<file path="config.mk">
export PLATFORM = sky130hd
export DESIGN_NAME = mem_arbiter
export DESIGN_NICKNAME = d
export VERILOG_FILES = /design/src/rtl/mem_arbiter.sv
export SDC_FILE = /design/constraint.sdc
export NUM_CORES = 1
export LEC_CHECK = 0
export ABC_AREA = 1
export CAP_MARGIN = 15
export CORE_ASPECT_RATIO = 0.6
export CORE_MARGIN = 3
export CORE_UTILIZATION = 36
export CTS_CLUSTER_SIZE = 40
export DETAILED_ROUTE_END_ITERATION = 6
export GPL_ROUTABILITY_DRIVEN = 0
export GPL_TIMING_DRIVEN = 0
export PLACE_DENSITY_LB_ADDON = 0.15
export SYNTH_ARGS = -nofsm -noshare
export SYNTH_HDL_FRONTEND = slang
export SYNTH_SLANG_ARGS = --single-unit
</file>
<file path="constraint.sdc">
create_clock -name clk -period 1.26 [get_ports clk]
set_clock_uncertainty 0.1 [all_clocks]
set_input_delay 0.252 -clock clk [delete_from_list [all_inputs] [get_ports clk]]
set_output_delay 0.252 -clock clk [all_outputs]
set_load 0.01 [all_outputs]
</file>
<file path="src/rtl/mem_arbiter.sv">
// Two-port (instruction/data) arbiter in front of a single-cycle data memory; data port wins by default.
// Define MEM_ARB_ANTISTARVE_EN to build a starvation counter that forces an instruction grant.
module mem_arbiter #(
    parameter int ADDR_W       = 32,
    parameter int DATA_W       = 32,
    parameter int STARVE_LIMIT = 4
) (
    input  logic              clk,
    input  logic              rst,
    input  logic              i_req,
    input  logic [ADDR_W-1:0] i_addr,
    output logic              i_gnt,
    output logic              i_rvalid,
    output logic [DATA_W-1:0] i_rdata,
    input  logic              d_req,
    input  logic              d_we,
    input  logic [ADDR_W-1:0] d_addr,
    input  logic [DATA_W-1:0] d_wdata,
    output logic              d_gnt,
    output logic              d_rvalid,
    output logic [DATA_W-1:0] d_rdata,
    output logic [ADDR_W-1:0] mem_addr,
    output logic [DATA_W-1:0] mem_write_data,
    output logic              mem_memwrite,
    output logic              mem_memread,
    input  logic [DATA_W-1:0] mem_read_data
);

    if (STARVE_LIMIT < 1 || STARVE_LIMIT > 255) begin : g_limit_check
        $error("mem_arbiter: STARVE_LIMIT must be in 1..255");
    end

    logic              force_i;
    logic              cmd_valid_q, cmd_valid_d;
    logic              cmd_we_q, cmd_we_d;
    logic              owner_q, owner_d;          // 1 = data port
    logic [ADDR_W-1:0] mem_addr_q, mem_addr_d;
    logic [DATA_W-1:0] mem_wdata_q, mem_wdata_d;
    logic              i_rvalid_q, i_rvalid_d;
    logic              d_rvalid_q, d_rvalid_d;
    logic [DATA_W-1:0] i_rdata_q, i_rdata_d;
    logic [DATA_W-1:0] d_rdata_q, d_rdata_d;

`ifdef MEM_ARB_ANTISTARVE_EN
    logic [7:0] starve_cnt_q, starve_cnt_d;

    assign force_i = (starve_cnt_q == 8'(STARVE_LIMIT));

    always_comb begin
        starve_cnt_d = starve_cnt_q;
        if (!i_req || i_gnt) begin
            starve_cnt_d = '0;
        end else if (starve_cnt_q != 8'hFF) begin
            starve_cnt_d = starve_cnt_q + 8'd1;
        end
    end

    always_ff @(posedge clk) begin
        if (rst) begin
            starve_cnt_q <= '0;
        end else begin
            starve_cnt_q <= starve_cnt_d;
        end
    end
`else
    assign force_i = 1'b0;
`endif

    always_comb begin
        d_gnt = !rst && d_req && !force_i;
        i_gnt = !rst && i_req && (!d_req || force_i);
    end

    always_comb begin
        cmd_valid_d = i_gnt | d_gnt;
        cmd_we_d    = cmd_we_q;
        owner_d     = owner_q;
        mem_addr_d  = mem_addr_q;
        mem_wdata_d = mem_wdata_q;
        if (d_gnt) begin
            cmd_we_d    = d_we;
            owner_d     = 1'b1;
            mem_addr_d  = d_addr;
            mem_wdata_d = d_wdata;
        end else if (i_gnt) begin
            cmd_we_d   = 1'b0;
            owner_d    = 1'b0;
            mem_addr_d = i_addr;
        end
        // Read data is captured at the end of the cycle the command sits on mem_*.
        i_rvalid_d = cmd_valid_q && !owner_q;
        d_rvalid_d = cmd_valid_q && owner_q;
        i_rdata_d  = i_rvalid_d ? mem_read_data : i_rdata_q;
        d_rdata_d  = (d_rvalid_d && !cmd_we_q) ? mem_read_data : d_rdata_q;
    end

    always_ff @(posedge clk) begin
        if (rst) begin
            cmd_valid_q <= 1'b0;
            cmd_we_q    <= 1'b0;
            owner_q     <= 1'b0;
            mem_addr_q  <= '0;
            mem_wdata_q <= '0;
            i_rvalid_q  <= 1'b0;
            d_rvalid_q  <= 1'b0;
            i_rdata_q   <= '0;
            d_rdata_q   <= '0;
        end else begin
            cmd_valid_q <= cmd_valid_d;
            cmd_we_q    <= cmd_we_d;
            owner_q     <= owner_d;
            mem_addr_q  <= mem_addr_d;
            mem_wdata_q <= mem_wdata_d;
            i_rvalid_q  <= i_rvalid_d;
            d_rvalid_q  <= d_rvalid_d;
            i_rdata_q   <= i_rdata_d;
            d_rdata_q   <= d_rdata_d;
        end
    end

    assign mem_addr       = mem_addr_q;
    assign mem_write_data = mem_wdata_q;
    assign mem_memwrite   = cmd_valid_q && cmd_we_q;
    assign mem_memread    = cmd_valid_q && !cmd_we_q;
    assign i_rvalid       = i_rvalid_q;
    assign d_rvalid       = d_rvalid_q;
    assign i_rdata        = i_rdata_q;
    assign d_rdata        = d_rdata_q;

endmodule

</file>
==> results of run 1 <==
worst max-delay path by stage:
| stage | start | to | slack (ps) | depth (start not counted) |
|---|---|---|---|---|
| 4_1_cts | cmd_valid_q$_SDFF_PP0_ | mem_memread | -110 | 3 |
| 2_1_floorplan | cmd_valid_q$_SDFF_PP0_ | i_rdata[10]$_SDFFE_PP0P_ | 50 | 6 |
| 6_report | cmd_valid_q$_SDFF_PP0_ | mem_memread | -90 | 3 |
| 5_1_grt | cmd_valid_q$_SDFF_PP0_ | mem_memread | -160 | 3 |
| 3_5_place_dp | d_req | d_gnt | -1010 | 5 |
| 3_3_place_gp | d_req | d_gnt | -980 | 5 |
cell usage after synthesis:
cell type / number / share of area [%]
clkbuf_1: 10 / 0.72
o21ai_2: 1 / 0.17
buf_4: 4 / 0.58
buf_2: 32 / 3.1
buf_6: 2 / 0.43
o21ai_1: 10 / 0.96
nor2_1: 267 / 19
o21ai_0: 97 / 9.3
nand3_1: 33 / 3.2
nand2_1: 99 / 7.1
inv_2: 3 / 0.22
nand2_2: 2 / 0.24
inv_1: 51 / 3.7
dfxtp_1: 133 / 51
final cells by class:
cell class / count / area, um^2 / share of cell area [%]
Multi-Input combinational cell: 509 / 2130 / 25.1
Buffer: 47 / 317 / 3.74
Clock buffer: 19 / 443 / 5.23
Sequential cell: 133 / 2740 / 32.4
Inverter: 54 / 208 / 2.45
Tap cell: 192 / 240 / 2.84
Timing Repair Buffer: 275 / 2260 / 26.7
Clock inverter: 13 / 136 / 1.61
sequential cells by signal, indices dropped and copies added, names as in the netlist:
name            cells
d_rdata            32
d_rvalid            1
cmd_we_q            1
i_rdata            32
mem_write_data     32
mem_addr           32
owner_q             1
i_rvalid            1
cmd_valid_q         1
cells by family (layout without fill, tap and decap cells):
logic type | after synthesis | after routing | share of synthesized area [%]
DFF | 133 | 133 | 51.1
and+or+nand+nor | 401 | 401 | 29.8
AOI/OAI and AO/OA | 108 | 108 | 10.4
buffers and inverters | 102 | 408 | 8.69
timing repair:
action	4_1_cts	5_1_grt
hold buffers	1	0
buffers inserted	7	1
setup endpoints to repair	266	128
resized for setup	582	119
endpoints found under the hold margin	2	0
pin swaps	3	3
report_power, final:
part           switching (uW)  internal, uW
Combinational            1010          1020
Sequential                166          4570
Clock                    1990          2830
Total                    3170          8420
stage by stage:
step                      total power, uW  TNS [ps]  area (um^2)
final                               11600      -280         8470
after global routing                12100     -3660         8470
after detailed placement             6950    -81680         8110
after CTS                           11500      -596         8170
after global placement               6940    -77500         8110
after floorplan                      5620         0         5210
layer usage:
metal | global-route usage, % | part of all wire [%] | up-vias | wire (um)
li1 | - | - | 2887 | -
met1 | 29.3 | 46 | 2537 | 8270
met2 | 33.0 | 42 | 188 | 7670
met3 | 9.82 | 11 | 17 | 1910
met4 | 5.02 | 1.2 | 2 | 209
met5 | 0 | 0.072 | - | 13
==> run summary, run 1 <==
Netlist cell types = 14
Clock insertion delay at the later pin of the skew report = 400 ps
Via-per-instance ratio = 4.53
ANT nets after route = 0
Crit end category = output pin
Kind of critical path = reg2out
Worst-case vdd ir drop = 0.00100 V
Routed len/inst = 14.5 um
FF+latch count, synth = 133
Worst hold path type = in2reg
Final wirelength = 18100 um
Max_cap viols = 0
Avg Cell Area, Syn = 7.00 um^2
Utilization after layout = 60.9%
Period minus WS final = 1350 ps
Final Non-Filler Cells = 1242
Iteration-0 DRC Markers = 338
Core ar. = 13900 um^2
CTS max path bufs = 2
Power per cell area = 1370 nW/um^2
Antenna diode count = 0
Worst r2r dst = d_rdata[29]$_SDFFE_PP0P_
Tcrit/Tclk final = 107%
CP required = 910 ps
Hold path depth = 2
Die height = 99.2 um
Port bufs = 266
Vias in the first global route = 5238
Clock-pin slew on the worst setup and hold paths = 60 ps
Num CTS Buffers = 17
Row count = 33
Slack of the critical path = -89.9 ps
CP max stage cell = dfxtp_2
Ys Warns = 0
Crit path largest cell delay = 340 ps
Vias = 5631
Mapped Area = 5210 um^2
Post-synthesis cell count = 744
Post-synthesis sequential area ratio = 51.1%
Die Area = 16000 um^2
Gr usage total = 22.0%
Fillcell total = 1337
Status = finished with violations
Register-to-Register Path Depth = 6
Placed Cells = 1202
Share of cells above drive strength 1 = 27.9%
Leak = 0.00417 uW
Die X = 161 um
Number of setup violations in the final report = 21
Final Hold Fails = 0
Worst R2R Start = owner_q$_SDFFE_PP0P_
RSZ-0062 raised after global routing = yes
H-Tree Depth = 4
IO Pins = 267
Crit path cell chain = inv_2 > nor2_1 > buf_2
HP Start = i_req
DP Wirelength = 13500 um
Commonest non-fill, non-tap cell in the layout = nor2_1
Failing checks = negative setup slack
First-pass GRT wire length = 28100 um
Layout area overhead = 62.6%
DRC = 0
Clock root cell = clkbuf_16
Drt first pass iters = 4
Max Freq = 741 MHz
Crit path max fanout = 3
Pin count of the biggest net entering global routing = 17
Dpl ws = -1010 ps
Final nets = 1170
Tightest Pin Transition = 470 ps
Slew margin rel. = 68.6%
Num Clock Sinks = 133
Syn Nets = 877
Global route total overflow = 0
Critical Path Source Type = flip-flop
Commonest non-fill, non-tap cells in the layout = nor2_1 (260), clkdlybuf4s50_1 (129), buf_2 (120)
Hold slack = 151 ps
Hold Path Sink = owner_q$_SDFFE_PP0P_
Pins Over Slew Limit = 0
Initial antenna violation count = 1
Crit path buf inv count = 2
Crit path DAT = 1000 ps
Initial Util = 37.5%
CTS tree = yes
Reg2reg setup slack = -20 ps
Crit-path leading delay family = flip-flops
No activity file was read; power rests on OpenSTA's default activity.
==> run 2, diff against run 1 <==
CAP_MARGIN = 10   (was 15)
==> results of run 2 <==
Final layout, timing and power as in run 1 (identical DEF).
